File: src/rtl/prediction_stat_table.sv
// prediction_stat_table
//
// Storage stage downstream of the prediction writer. One instance per predictor
// flavour (SP, LHP, GHP). Each (addr, index) slot holds a 3-bit signed trend
// counter and a STAT_COUNTER_WIDTH-bit signed stat counter. The writer owns all
// counter arithmetic; this table stores values verbatim.
//
// Optional feature: define PREDICTION_TABLE_BYPASS_EN to forward same-cycle
// writes (and same-cycle clears of the stat field) onto the read outputs.
// Without it, the read outputs show storage only and writes appear next cycle.
//
// Ports
//   clk, rst_n                 clock, synchronous active-low reset
//   clear_en1, clear_en2       clear all stat fields (trend fields untouched)
//   WR_en1 / WR_en2            write port enables (port 2 wins on same slot)
//   WR_addr*, WR_index*        write slot select {addr, index}
//   WR_trend_count*            trend value to store
//   WR_stat_count*             stat value to store
//   RD_addr, RD_index          combinational read slot select
//   RD_trend_count             trend of the addressed slot
//   RD_stat_count              stat of the addressed slot
//   clear_busy                 one-cycle pulse in the cycle after a clear

module prediction_stat_table #(
    parameter int ADDR_WIDTH         = 3,
    parameter int INDEX_WIDTH        = 2,
    parameter int STAT_COUNTER_WIDTH = 5
) (
    input  logic                                 clk,
    input  logic                                 rst_n,
    input  logic                                 clear_en1,
    input  logic                                 clear_en2,
    input  logic                                 WR_en1,
    input  logic                                 WR_en2,
    input  logic        [ADDR_WIDTH-1:0]         WR_addr1,
    input  logic        [ADDR_WIDTH-1:0]         WR_addr2,
    input  logic        [INDEX_WIDTH-1:0]        WR_index1,
    input  logic        [INDEX_WIDTH-1:0]        WR_index2,
    input  logic signed [2:0]                    WR_trend_count1,
    input  logic signed [2:0]                    WR_trend_count2,
    input  logic signed [STAT_COUNTER_WIDTH-1:0] WR_stat_count1,
    input  logic signed [STAT_COUNTER_WIDTH-1:0] WR_stat_count2,
    input  logic        [ADDR_WIDTH-1:0]         RD_addr,
    input  logic        [INDEX_WIDTH-1:0]        RD_index,
    output logic signed [2:0]                    RD_trend_count,
    output logic signed [STAT_COUNTER_WIDTH-1:0] RD_stat_count,
    output logic                                 clear_busy
);

    localparam int SLOT_WIDTH = ADDR_WIDTH + INDEX_WIDTH;
    localparam int DEPTH      = 2 ** SLOT_WIDTH;

    logic signed [2:0]                    trend_mem [DEPTH];
    logic signed [STAT_COUNTER_WIDTH-1:0] stat_mem  [DEPTH];

    logic [SLOT_WIDTH-1:0] wr_slot1;
    logic [SLOT_WIDTH-1:0] wr_slot2;
    logic [SLOT_WIDTH-1:0] rd_slot;
    logic                  clear_any;

    assign wr_slot1  = {WR_addr1, WR_index1};
    assign wr_slot2  = {WR_addr2, WR_index2};
    assign rd_slot   = {RD_addr, RD_index};
    assign clear_any = clear_en1 | clear_en2;

    // Port 2 is written after port 1 so that on a slot collision its
    // non-blocking assignment is the one that sticks. A clear overrides any
    // stat write in the same cycle, but trend writes still land.
    always_ff @(posedge clk) begin
        if (!rst_n) begin
            for (int i = 0; i < DEPTH; i++) begin
                trend_mem[i] <= '0;
                stat_mem[i]  <= '0;
            end
            clear_busy <= 1'b0;
        end else begin
            clear_busy <= clear_any;

            if (WR_en1) trend_mem[wr_slot1] <= WR_trend_count1;
            if (WR_en2) trend_mem[wr_slot2] <= WR_trend_count2;

            if (clear_any) begin
                for (int i = 0; i < DEPTH; i++) begin
                    stat_mem[i] <= '0;
                end
            end else begin
                if (WR_en1) stat_mem[wr_slot1] <= WR_stat_count1;
                if (WR_en2) stat_mem[wr_slot2] <= WR_stat_count2;
            end
        end
    end

`ifdef PREDICTION_TABLE_BYPASS_EN
    // Forwarding mirrors the write priority: port 2, then port 1, then storage.
    // A pending clear zeroes the forwarded stat just as it will in storage.
    always_comb begin
        RD_trend_count = trend_mem[rd_slot];
        RD_stat_count  = stat_mem[rd_slot];
        if (WR_en2 && (wr_slot2 == rd_slot)) begin
            RD_trend_count = WR_trend_count2;
            RD_stat_count  = WR_stat_count2;
        end else if (WR_en1 && (wr_slot1 == rd_slot)) begin
            RD_trend_count = WR_trend_count1;
            RD_stat_count  = WR_stat_count1;
        end
        if (clear_any) begin
            RD_stat_count = '0;
        end
    end
`else
    assign RD_trend_count = trend_mem[rd_slot];
    assign RD_stat_count  = stat_mem[rd_slot];
`endif

endmodule
File: config.mk
export PLATFORM = sky130hd
export DESIGN_NAME = prediction_stat_table
export DESIGN_NICKNAME = d
export VERILOG_FILES = /design/src/rtl/prediction_stat_table.sv
export SDC_FILE = /design/constraint.sdc
export NUM_CORES = 1
export LEC_CHECK = 0
export BUFFER_PORTS_ARGS = -buffer_cell sky130_fd_sc_hd__buf_2
export CORE_MARGIN = 2
export CORE_UTILIZATION = 40
export CTS_CLUSTER_DIAMETER = 60
export DETAILED_ROUTE_END_ITERATION = 16
export PLACE_DENSITY_LB_ADDON = 0.05
export SETUP_SLACK_MARGIN = 0.2
export SYNTH_ARGS = -nofsm -noshare
export SYNTH_HDL_FRONTEND = slang
export SYNTH_SLANG_ARGS = --single-unit
File: constraint.sdc
create_clock -name clk -period 4.7 [get_ports clk]
set_input_delay 0.705 -clock clk [delete_from_list [all_inputs] [get_ports clk]]
set_output_delay 0.705 -clock clk [all_outputs]
set_load 0.01 [all_outputs]
==> metrics.sh, run 1 <==
DRT_PASS1_ITERATIONS=5
UTILIZATION=0.447
FINAL_REPORT_SETUP_VIOLATION_COUNT=0
DR.FIRST_ITER.DRC_COUNT=1341
DETAIL-ROUTE-ANTENNA-NETS=0
DIE_AREA_UM2=38500
WORSTMARGINPINSLEW_NS=1.23
START_UTIL=0.405
ASYNCSETRESETFLOPFRACSYNTH=0
CLKSINKCOUNT=257
MOST_USED_STANDARD_CELL_BY_INSTANCE_COUNT_AFTER_SYNTHESIS='sky130_fd_sc_hd__edfxtp_1'
NUMPORTBUFFERS=45
FIN_TNS_SETUP_NS=0
VDD.IR_DROP.WORST_V=0.000272
RSZ0062_AT_GRT='no'
DRIVE_ABOVE_1_SHARE=0.201
GRT_OVERFLOW=0
NUMCTSBUFFERS=34
SYN2LAYOUT_AREA_GROWTH_PCT=10.5
CTS-RESIZED-GATES=0
LAYOUT_WORST_PATH_CYCLE_SHARE=0.787
INSERTEDDIODECOUNT=0
POWER.SEQUENTIAL.FRACTION=0.453
GRT_ANTENNA_BEFORE_REPAIR=0
POSTSYNTHREGISTERBITS=257
DETAIL_ROUTE.WL_PER_CELL_UM=34.7
PLACEMENTROWS=70
CRITPATHCAPTURE='RD_stat_count[3]'
POST-DP-HPWL_MM=34.8
NETSWITCHINGFRACTION=0.248
MAX_SLEW_MARGIN=0.178
SYNTH_EDF_COUNT=256
GRT_START_MAX_NET_PINS=61
SYNTH_LARGEST_TYPE_AREA_FRACTION=0.520
TIMING.CRITICAL_PATH.FANOUT_MAX=29
CTS_TREE='done'
POST_SYNTH_INST_COUNT=1173
WORST_EP_REQUIRED_TIME_NS=3.99
GLOBAL_ROUTE.USAGE.TOTAL=0.291
SYNTHFLOPTYPE='sky130_fd_sc_hd__edfxtp_1'
CLOCK_PIN_TRANSITION_ON_THE_WORST_SETUP_AND_HOLD_TIMING_PATHS_NS=0.06
DIE-HEIGHT_UM=196
FINALHOLDVIOLCOUNT=0
VIAS_PER_CELL=7.12
CP-STARTPOINT='RD_index[0]'
POWER.CLOCK.FRACTION=0.451
DIE_X_UM=196
GP_ROUTABILITY_CONGESTION=0.806
NETLIST-CELL-TYPE-COUNT=36
PWR-SHARE-COMB=0.095
DR_TOTAL_VIAS=11432
YOSYSWARNINGCOUNT=0
DRC=0
CRIT_TYPE='input pin to output pin'
P_LEAK_nW=5.37
SYNTH_AREA_PER_CELL_UM2=12.6
IOPINCOUNT=46
GR-USAGE-MET1=0.435
HOLDCRITPATHCLASS='input pin to register'
FIRST_GLOBAL_VIAS=10976
NETS=1153
FINAL.MIN_CLOCK_PERIOD_NS=3.70
WIRE_LENGTH_OF_THE_FIRST_GLOBAL_ROUTING_PASS_MM=80.4
BIGGEST_AREA_CONSUMER_AMONG_SYNTHESIZED_CELLS='sky130_fd_sc_hd__edfxtp_1'
FILL_CELLS=3333
SYNTH_TOP_CELLS_BY_COUNT='sky130_fd_sc_hd__edfxtp_1, sky130_fd_sc_hd__a22o_1, sky130_fd_sc_hd__nand3_1, sky130_fd_sc_hd__clkbuf_1, sky130_fd_sc_hd__mux4_2'
P_TOTAL_W=0.00589
SYN_AREA_UM2=14800
WORST_EP_ARRIVAL_TIME_NS=2.99
START_KIND='input pin'
POSTROUTEWIRELENGTH_MM=55.7
CTS_HTREE_LEVELS=2
POWER_DENSITY_nW_PER_UM2=361
YS_TOP_CELLS_BY_AREA='sky130_fd_sc_hd__edfxtp_1, sky130_fd_sc_hd__mux4_2, sky130_fd_sc_hd__a22o_1'
SYNTH.NET_COUNT=1210
CRIT_END_CATEGORY='output pin'
CLOCK_PATH_BUFFERS=3
CLOCK-ROOT-BUFFER='sky130_fd_sc_hd__clkbuf_16'
P_INT_W=0.00443
YOSYSSEQAREASHARE=0.521
NET_SWITCHING_POWER_OF_THE_DESIGN_W=0.00146
POST_CTS_SETUP_DRIVEN_BUFFER_INSERTION_COUNT=0
MAXSLEWVIOLCOUNT=0
GRT.MET2_USAGE=0.414
CORE_REGION_AREA_UM2=36500
RUN_STATUS='finished, final reports clean'
POSTCTSHOLDBUFS=0
MAX_FREQ_MHz=270
GRT.BUSIEST_LAYER='met1'
TIMING.MAX_CAP.VIOLATIONS=0
GRT_UTIL_MET3=0.0695
-- power by group through the flow --
stage / registers (W) / logic [W] / clock network [W]
after floorplan: 0.00268 / 0.000350 / 0
after global placement: 0.00272 / 0.000557 / 0
after detailed placement: 0.00272 / 0.000558 / 0
after CTS: 0.00267 / 0.000558 / 0.00268
after global routing: 0.00268 / 0.000587 / 0.00277
final: 0.00267 / 0.000562 / 0.00266
-- registers in the layout (all words and copies together), names as in the netlist --
register	count
clear_busy	1
trend_mem	96
stat_mem	160
-- worst min path at each step --
| stage | end | start | slack (ns) | depth (start not counted) |
|---|---|---|---|---|
| after floorplan | trend_mem[31][2]$_DFFE_PP_ | WR_trend_count1[2] | 0.91 | 1 |
| after global placement | clear_busy | clear_busy$_SDFF_PN0_ | 1.11 | 1 |
| after detailed placement | clear_busy | clear_busy$_SDFF_PN0_ | 1.10 | 1 |
| after CTS | stat_mem[28][4]$_DFFE_PP_ | WR_stat_count1[4] | 0.58 | 3 |
| after global routing | stat_mem[28][4]$_DFFE_PP_ | WR_stat_count1[4] | 0.60 | 3 |
| final | stat_mem[28][4]$_DFFE_PP_ | WR_stat_count1[4] | 0.59 | 3 |
-- cells in the final DEF (no fill, tap or decap), types with 5 or more instances in the layout --
master	count
sky130_fd_sc_hd__nand2_1	65
sky130_fd_sc_hd__nand3b_1	6
sky130_fd_sc_hd__nand3_1	127
sky130_fd_sc_hd__a21oi_1	61
sky130_fd_sc_hd__a22o_1	181
sky130_fd_sc_hd__and3b_1	6
sky130_fd_sc_hd__bufinv_16	5
sky130_fd_sc_hd__edfxtp_1	256
sky130_fd_sc_hd__mux4_2	80
sky130_fd_sc_hd__a2111oi_2	5
sky130_fd_sc_hd__a2111oi_1	8
sky130_fd_sc_hd__a211oi_1	32
sky130_fd_sc_hd__mux2_2	8
sky130_fd_sc_hd__buf_4	30
sky130_fd_sc_hd__o2111ai_1	61
sky130_fd_sc_hd__nor2_1	33
sky130_fd_sc_hd__buf_2	44
sky130_fd_sc_hd__clkbuf_1	9
sky130_fd_sc_hd__clkbuf_16	35
sky130_fd_sc_hd__a2bb2o_1	14
sky130_fd_sc_hd__or3b_2	6
sky130_fd_sc_hd__nor3_1	19
-- worst max-delay path, cell delays in order --
cell and delay, ns:
sky130_fd_sc_hd__buf_4 0.45, sky130_fd_sc_hd__buf_12 0.32, sky130_fd_sc_hd__mux4_2 0.55, sky130_fd_sc_hd__mux4_2 0.47, sky130_fd_sc_hd__mux2_2 0.31, sky130_fd_sc_hd__buf_2 0.15
-- cell families after synthesis --
group | count (synthesis) | share of synthesized area
compound gates | 366 | 0.203
mux | 88 | 0.128
simple gates | 292 | 0.101
flops | 257 | 0.521
buf+inv | 170 | 0.0474
-- layout make-up --
class | instances | area (µm²) | area share
Clock buffer | 44 | 910 | 0.0557
Clock inverter | 13 | 198 | 0.0121
Timing Repair Buffer | 77 | 505 | 0.0309
Multi-Input combinational cell | 746 | 6440 | 0.394
Sequential cell | 257 | 7710 | 0.472
Tap cell | 468 | 586 | 0.0358
-- per-stage QoR --
stage | setup slack, ns | cells | hold WS (ns) | cell area (µm²)
2_1_floorplan | 1.57 | 1173 | 0.907 | 14800
3_3_place_gp | 0.944 | 1548 | 1.11 | 15200
3_5_place_dp | 0.927 | 1548 | 1.10 | 15200
4_1_cts | 0.932 | 1605 | 0.577 | 16300
5_1_grt | 0.851 | 1605 | 0.601 | 16300
6_report | 1.00 | 1605 | 0.590 | 16300
-- metal layers --
| layer | up-vias | wire, µm | part of all wire |
|---|---|---|---|
| met5 | - | 0 | 0 |
| met4 | 0 | 1670 | 0.030 |
| met3 | 90 | 5600 | 0.10 |
| met2 | 667 | 23800 | 0.43 |
| met1 | 5896 | 24600 | 0.44 |
| li1 | 4779 | - | - |
Power figures use the tool's default switching activity.
==> run 2, diff against run 1 <==
- ABC_AREA: unset -> 1
- clock period: 4.7 -> 3.12 ns (I/O delays scaled with it)
==> metrics.sh, run 2 <==
RUN_STATUS='finished, final reports clean'
YS_TOP_CELLS_BY_AREA='sky130_fd_sc_hd__edfxtp_1, sky130_fd_sc_hd__nand3_1, sky130_fd_sc_hd__nand2_1'
UTILIZATION=0.452  # +0.00477
P_TOTAL_W=0.00891  # +51%
YOSYSSEQAREASHARE=0.541  # +0.0196
START_UTIL=0.404  # -0.00130
CRIT_END_CATEGORY='output pin'
MOSTFREQUENTLAYOUTCELLS='sky130_fd_sc_hd__nand2_1, sky130_fd_sc_hd__nand3_1, sky130_fd_sc_hd__edfxtp_1, sky130_fd_sc_hd__o22ai_1, sky130_fd_sc_hd__o21ai_0'
SYNTH_AREA_PER_CELL_UM2=8.69  # -31%
PLACEMENTROWS=69  # -1.4%
LARGEST_REGISTER='stat_mem'
CTS_TREE='done'
ROUTE.LAYER.MET1.WL_MM=22.9  # -7.2%
PATH_DELAY_FAMILY='simple AND/OR/NAND/NOR gates'
LARGEST_REGISTER_FFS=160  # unchanged
YOSYSWARNINGCOUNT=0  # unchanged
POSTSYNTHREGISTERBITS=257  # unchanged
CLOCK-ROOT-BUFFER='sky130_fd_sc_hd__clkbuf_16'
WORST_SLACK_NS=0.499  # -0.502 ns
NUMPORTBUFFERS=45  # unchanged
IOPINCOUNT=46  # unchanged
SYN_AREA_UM2=14200  # -3.6%
SYNTH_LARGEST_TYPE_AREA_FRACTION=0.539  # +0.0196
HOLDCRITPATHCLASS='input pin to register'
SYNTH_TOP_CELLS_BY_COUNT='sky130_fd_sc_hd__nand2_1, sky130_fd_sc_hd__nand3_1, sky130_fd_sc_hd__edfxtp_1, sky130_fd_sc_hd__o22ai_1, sky130_fd_sc_hd__o21ai_0'
SYNTH.NET_COUNT=1677  # +39%
MAXSLEWVIOLCOUNT=0  # unchanged
SYNTH-COMPOUND-AREA-SHARE=0.103  # -0.0993
SYNTHADDERAREAFRAC=0  # unchanged
DETAIL_ROUTE.WL_PER_CELL_UM=25.4  # -27%
VDD.IR_DROP.WORST_V=0.000497  # +83%
FINAL.MIN_CLOCK_PERIOD_NS=2.62
DETAILROUTE.WIRELENGTH.MET2_MM=24.4  # +2.7%
WIRE_LENGTH_OF_THE_FIRST_GLOBAL_ROUTING_PASS_MM=78.2  # -2.7%
GLOBAL_ROUTE.USAGE.TOTAL=0.291  # +0.000422
LAYOUT_COMMONEST_CELL='sky130_fd_sc_hd__nand2_1'
MAX_FREQ_MHz=382
GP_ROUTABILITY_CONGESTION=0.867  # +7.7%
SYNTH_XOR_XNOR_AREA_SHARE=0  # unchanged
LAYOUT_WORST_PATH_CYCLE_SHARE=0.840
DRIVE_ABOVE_1_SHARE=0.0982  # -0.103
DR_TOTAL_VIAS=12972  # +13%
DIE-HEIGHT_UM=193  # -1.8%
WORST_PATH_MAX_DELAY_CELL='sky130_fd_sc_hd__buf_12'
POST-DP-HPWL_MM=34.3  # -1.4%
DETAIL-ROUTE-ANTENNA-NETS=0  # unchanged
GRT_ANTENNA_BEFORE_REPAIR=2  # +2
VIAS_PER_CELL=6.14  # -14%
MAX_SLEW_MARGIN=0.331  # +0.153
CP_CELL_SEQUENCE='buf_4 -> inv_4 -> buf_12 -> nand2_1 -> nand3_1 -> nand3_1 -> nand2_1 -> nand2_1 -> nand2_1 -> nand2_1 -> nand2_1 -> buf_2'
TIMING.CRITICAL_PATH.BUF_INV=4  # +1
CPPEAKSTAGEDELAY_NS=0.34  # -0.21 ns
NETLIST-CELL-TYPE-COUNT=28  # -22%
DP_SLACK_NS=0.536  # -0.391 ns
DRC=0  # unchanged
SYNTH_SIMPLE_GATE_AREA_FRAC=0.292  # +0.191
DIE_X_UM=193  # -1.8%
ASYNCSETRESETFLOPFRACSYNTH=0  # unchanged
POSTCTSHOLDBUFS=0  # unchanged
DIE_AREA_UM2=37200  # -3.6%
POST_CTS_SETUP_DRIVEN_BUFFER_INSERTION_COUNT=0  # unchanged
ROUTED_LENGTH_ON_MET3_MM=4.45  # -21%
TIMING.MAX_CAP.VIOLATIONS=0  # unchanged
CORE_REGION_AREA_UM2=35300  # -3.3%
SYNTH_EDF_COUNT=256  # unchanged
DR.FIRST_ITER.DRC_COUNT=1693  # +26%
MOST_USED_STANDARD_CELL_BY_INSTANCE_COUNT_AFTER_SYNTHESIS='sky130_fd_sc_hd__nand2_1'
POST_SYNTH_INST_COUNT=1640  # +40%
FINALHOLDVIOLCOUNT=0  # unchanged
RSZ0062_AT_GRT='no'
FINAL_REPORT_SETUP_VIOLATION_COUNT=0  # unchanged
CLOCK_PATH_BUFFERS=3  # unchanged
POWER_DENSITY_nW_PER_UM2=558  # +55%
NUMCTSBUFFERS=34  # unchanged
REGISTERS_WITH_THE_HIGHEST_FLIP_FLOP_COUNTS='stat_mem x160, trend_mem x96, clear_busy x1'
ROUTE.TOP_LAYER_USED='met4'
SYNTHFLOPTYPE='sky130_fd_sc_hd__edfxtp_1'
SYN2LAYOUT_AREA_GROWTH_PCT=12.1
WORST_EP_ARRIVAL_TIME_NS=2.15  # -0.84 ns
CLKSINKCOUNT=257  # unchanged
FIRST_GLOBAL_VIAS=12229  # +11%
GRT_START_MAX_NET_PINS=86  # +41%
LARGEST_FAMILY_OF_LOGIC_CELLS_BY_SYNTHESIZED_AREA='simple AND/OR/NAND/NOR gates'
CTS_HTREE_LEVELS=2  # unchanged
BIGGEST_AREA_CONSUMER_AMONG_SYNTHESIZED_CELLS='sky130_fd_sc_hd__edfxtp_1'
WORST_EP_REQUIRED_TIME_NS=2.65  # -1.34 ns
FIN_TNS_SETUP_NS=0  # unchanged
GRT_OVERFLOW=0  # unchanged
NETS=1666  # +44%
SYNTH.AREA.MUX_SHARE=0  # -0.128
P_LEAK_nW=5.99  # +12%
CP_COMMON_CELL='sky130_fd_sc_hd__nand2_1'
DRT_PASS1_ITERATIONS=5  # unchanged
POSTROUTEWIRELENGTH_MM=53.6  # -3.8%
CLOCK_PIN_TRANSITION_ON_THE_WORST_SETUP_AND_HOLD_TIMING_PATHS_NS=0.06  # about the same
CTS-RESIZED-GATES=0  # unchanged
TIMING.CRITICAL_PATH.FANOUT_MAX=85  # +190%
CRIT_TYPE='input pin to output pin'
WORSTMARGINPINSLEW_NS=0.997  # -0.236 ns
START_KIND='input pin'
==> run 2: layout make-up <==
| type | count | area (µm²) |
|---|---|---|
| Antenna cell | 1 | 2.50 |
| Clock buffer | 41 | 898 |
| Clock inverter | 16 | 213 |
| Fill cell | 3501 | 19300 |
| Inverter | 84 | 318 |
| Multi-Input combinational cell | 1166 | 5630 |
| Sequential cell | 257 | 7710 |
| Tap cell | 461 | 577 |
| Timing Repair Buffer | 86 | 623 |
==> run 2: tightest hold or removal path, stage by stage <==
cell	delay, ns
sky130_fd_sc_hd__buf_2	0.10
sky130_fd_sc_hd__clkinv_1	0.23
sky130_fd_sc_hd__o22ai_1	0.13
==> run 2: cell families (layout without fill, tap and decap cells) <==
kind of cell | after synthesis | after routing
simple gates | 910 | 910
buf+inv | 217 | 227
compound gates | 256 | 256
other cells | 0 | 1
flops | 257 | 257
==> run 2: power breakdown <==
part	total [W]	internal, W	switching (W)
sequential	0.00399	0.00395	0.0000455
clock	0.00401	0.00246	0.00155
combinational	0.000911	0.000213	0.000699
==> run 2: stage by stage <==
step           cell area, µm²  instances  hold WS [ns]
3_3_place_gp            14900       2054         0.873
6_report                16000       2112         0.582
5_1_grt                 16000       2112         0.583
4_1_cts                 16000       2111         0.563
2_1_floorplan           14200       1640         0.685
3_5_place_dp            14900       2054         0.872
==> run 2: layer usage <==
metal,GRT usage,vias to the layer above
li1,-,5887
met1,0.409,6262
met2,0.462,691
met3,0.0396,132
met4,0.0998,0
met5,0,-
==> run 2: final timing paths <==
kind	slack [ns]	endpoint	cells after the start	start
hold / removal	0.58	stat_mem[25][2]$_DFFE_PP_	3	WR_stat_count1[2]
setup / recovery	0.50	RD_stat_count[3]	12	RD_index[0]
==> run 3, diff against run 2 <==
- ABC_AREA: 1 -> 0
- clock period: 3.12 -> 2.14 ns (I/O delays scaled with it)
==> metrics.sh, run 3 (synthesized netlist as in run 1, its figures left out) <==
CLOCK-ROOT-BUFFER='sky130_fd_sc_hd__clkbuf_16'
POST_ROUTE_NON_FILLER_STANDARD_CELL_COUNT=1716  # -19%
POWER_DENSITY_nW_PER_UM2=736  # +32%
DRIVE_ABOVE_1_SHARE=0.281  # +0.183
WORST_EP_ARRIVAL_TIME_NS=2.42  # +0.27 ns
START_KIND='register'
VDD.IR_DROP.WORST_V=0.000444  # -11%
NUMPORTBUFFERS=45  # unchanged
FINALHOLDVIOLCOUNT=0  # unchanged
GRT_START_MAX_NET_PINS=37  # -57%
CTS_TREE='done'
GRT_ANTENNA_BEFORE_REPAIR=0  # -2
FINAL_REPORT_SETUP_VIOLATION_COUNT=8  # +8
WIRE_LENGTH_OF_THE_FIRST_GLOBAL_ROUTING_PASS_MM=79.1  # +1.2%
FAILING_CHECKS='negative setup slack'
TIMING.CRITICAL_PATH.FANOUT_MAX=1  # -99%
PWR-SHARE-COMB=0.107  # +0.005
CRIT_END_CATEGORY='output pin'
DIE-HEIGHT_UM=196  # +1.8%
WORST_PATH_MAX_DELAY_CELL='sky130_fd_sc_hd__mux4_2'
CP_CELL_SEQUENCE='mux4_2 -> mux4_2 -> mux2_4 -> buf_6'
POST-DP-HPWL_MM=37.4  # +9.0%
CORE_REGION_AREA_UM2=36500  # +3.4%
P_INT_W=0.00960  # +45%
DR_TOTAL_VIAS=11711  # -9.7%
WHS_NS=0.252  # -0.331 ns
NUMCTSBUFFERS=35  # +2.9%
SYN2LAYOUT_AREA_GROWTH_PCT=18.5
REGISTERS_WITH_THE_HIGHEST_FLIP_FLOP_COUNTS='stat_mem x160, trend_mem x96, clear_busy x1'
MOSTFREQUENTLAYOUTCELLS='sky130_fd_sc_hd__edfxtp_1, sky130_fd_sc_hd__a22o_1, sky130_fd_sc_hd__nand3_1, sky130_fd_sc_hd__buf_4, sky130_fd_sc_hd__mux4_2'
CRIT_TYPE='register to output pin'
NUMPLACEDINSTANCES=1656  # -19%
NETSWITCHINGFRACTION=0.255  # -0.00206
DETAIL-ROUTE-ANTENNA-NETS=0  # unchanged
HOLDCRITPATHCLASS='input pin to register'
CTS_HTREE_LEVELS=2  # unchanged
FIRST_GLOBAL_VIAS=11286  # -7.7%
TIMING.MAX_CAP.VIOLATIONS=0  # unchanged
PLACEMENTROWS=70  # +1.4%
INSERTEDDIODECOUNT=0  # -1
RUN_STATUS='finished, violations left'
CP_COMMON_CELL='sky130_fd_sc_hd__mux4_2'
WORSTMARGINPINSLEW_NS=1.00  # +0.00443 ns
CLKSINKCOUNT=257  # unchanged
LARGEST_REGISTER='stat_mem'
POSTROUTEWIRELENGTH_MM=54.7  # +2.1%
FINAL.MIN_CLOCK_PERIOD_NS=2.74
POST_CTS_SETUP_DRIVEN_BUFFER_INSERTION_COUNT=0  # unchanged
DRC=0  # unchanged
P_LEAK_nW=6.03  # +0.68%
WORST_EP_REQUIRED_TIME_NS=1.82  # -0.83 ns
DETAIL_ROUTE.WL_PER_CELL_UM=31.9  # +26%
GP_ROUTABILITY_CONGESTION=0.882  # +1.6%
DIE_X_UM=196  # +1.8%
GLOBAL_ROUTE.USAGE.TOTAL=0.284  # -0.00726
LAYOUT_COMMONEST_CELL='sky130_fd_sc_hd__edfxtp_1'
DIE_AREA_UM2=38500  # +3.7%
IOPINCOUNT=46  # unchanged
MAX_FREQ_MHz=365
LAYOUT_WORST_PATH_CYCLE_SHARE=1.28
POWER.SEQUENTIAL.FRACTION=0.456  # +0.008
DR.FIRST_ITER.DRC_COUNT=1284  # -24%
CLOCK_PATH_BUFFERS=3  # unchanged
WORST_SLACK_NS=-0.601  # -1.10 ns
POWER.CLOCK.FRACTION=0.437  # -0.013
RSZ0062_AT_GRT='yes'
TIMING.HOLD.WORST_PATH_DEPTH=3  # unchanged
START_UTIL=0.405  # +0.00130
NET_SWITCHING_POWER_OF_THE_DESIGN_W=0.00329  # +43%
MAX_SLEW_MARGIN=0.328  # -0.00287
DRT_PASS1_ITERATIONS=5  # unchanged
LARGEST_REGISTER_FFS=160  # unchanged
NETS=1262  # -24%
P_TOTAL_W=0.0129  # +45%
CLOCK_PIN_TRANSITION_ON_THE_WORST_SETUP_AND_HOLD_TIMING_PATHS_NS=0.06  # about the same
CP-STARTPOINT='stat_mem[21][3]$_DFFE_PP_'
GRT_OVERFLOW=0  # unchanged
HOLD_PATH.STARTPOINT='WR_stat_count1[4]'
CPPEAKSTAGEDELAY_NS=0.54  # +0.20 ns
VIAS_PER_CELL=6.82  # +11%
FIN_TNS_SETUP_NS=-4.23  # -4.23 ns
MAXSLEWVIOLCOUNT=0  # unchanged
run 3: worst paths after layout:
kind                                        end  slack [ns]
worst max-delay path           RD_stat_count[3]       -0.60
worst min-delay path  stat_mem[28][4]$_DFFE_PP_        0.25
run 3: power by group through the flow:
| stage | Clock (W) | Sequential, W | Combinational (W) |
|---|---|---|---|
| detailed placement | 0 | 0.00598 | 0.00134 |
| global route | 0.00590 | 0.00589 | 0.00144 |
| finish | 0.00563 | 0.00588 | 0.00138 |
| floorplan | 0 | 0.00589 | 0.000810 |
| CTS | 0.00570 | 0.00588 | 0.00137 |
| global placement | 0 | 0.00599 | 0.00133 |
run 3: final cells by class:
cell class / count / area (µm²)
fillers: 3239 / 19000
well taps: 468 / 586
clock buffers: 40 / 905
multi-input cells: 746 / 6500
repair buffers: 185 / 1640
flip-flops and latches: 257 / 7710
clock inverters: 20 / 183
run 3: through the flow:
stage / instance area, µm² / util / setup slack, ns
after floorplan: 15000 / - / -0.0152
after global placement: 16400 / 0.448 / -0.442
after detailed placement: 16400 / 0.448 / -0.453
after CTS: 17500 / 0.480 / -0.599
after global routing: 17500 / 0.480 / -0.651
final: 17500 / 0.480 / -0.601
run 3: per-layer routing:
| layer | track usage | vias up | wire (µm) |
|---|---|---|---|
| li1 | - | 4981 | - |
| met1 | 0.432 | 6006 | 24600 |
| met2 | 0.422 | 656 | 24200 |
| met3 | 0.0481 | 68 | 4730 |
| met4 | 0.0715 | 0 | 1150 |
| met5 | 0 | - | 0 |
run 3: critical path, delay by kind of cell (launching register included):
kind / cells / cell delay (ns)
buffers and inverters: 1 / 0.12
flip-flops: 1 / 0.42
multiplexers: 3 / 1.35
run 3: timing repair:
item | 4_1_cts | 5_1_grt
hold buffers | 0 | 0
gates resized for setup | 8 | 1
setup endpoints to repair | 8 | 10
cloned | 0 | 0
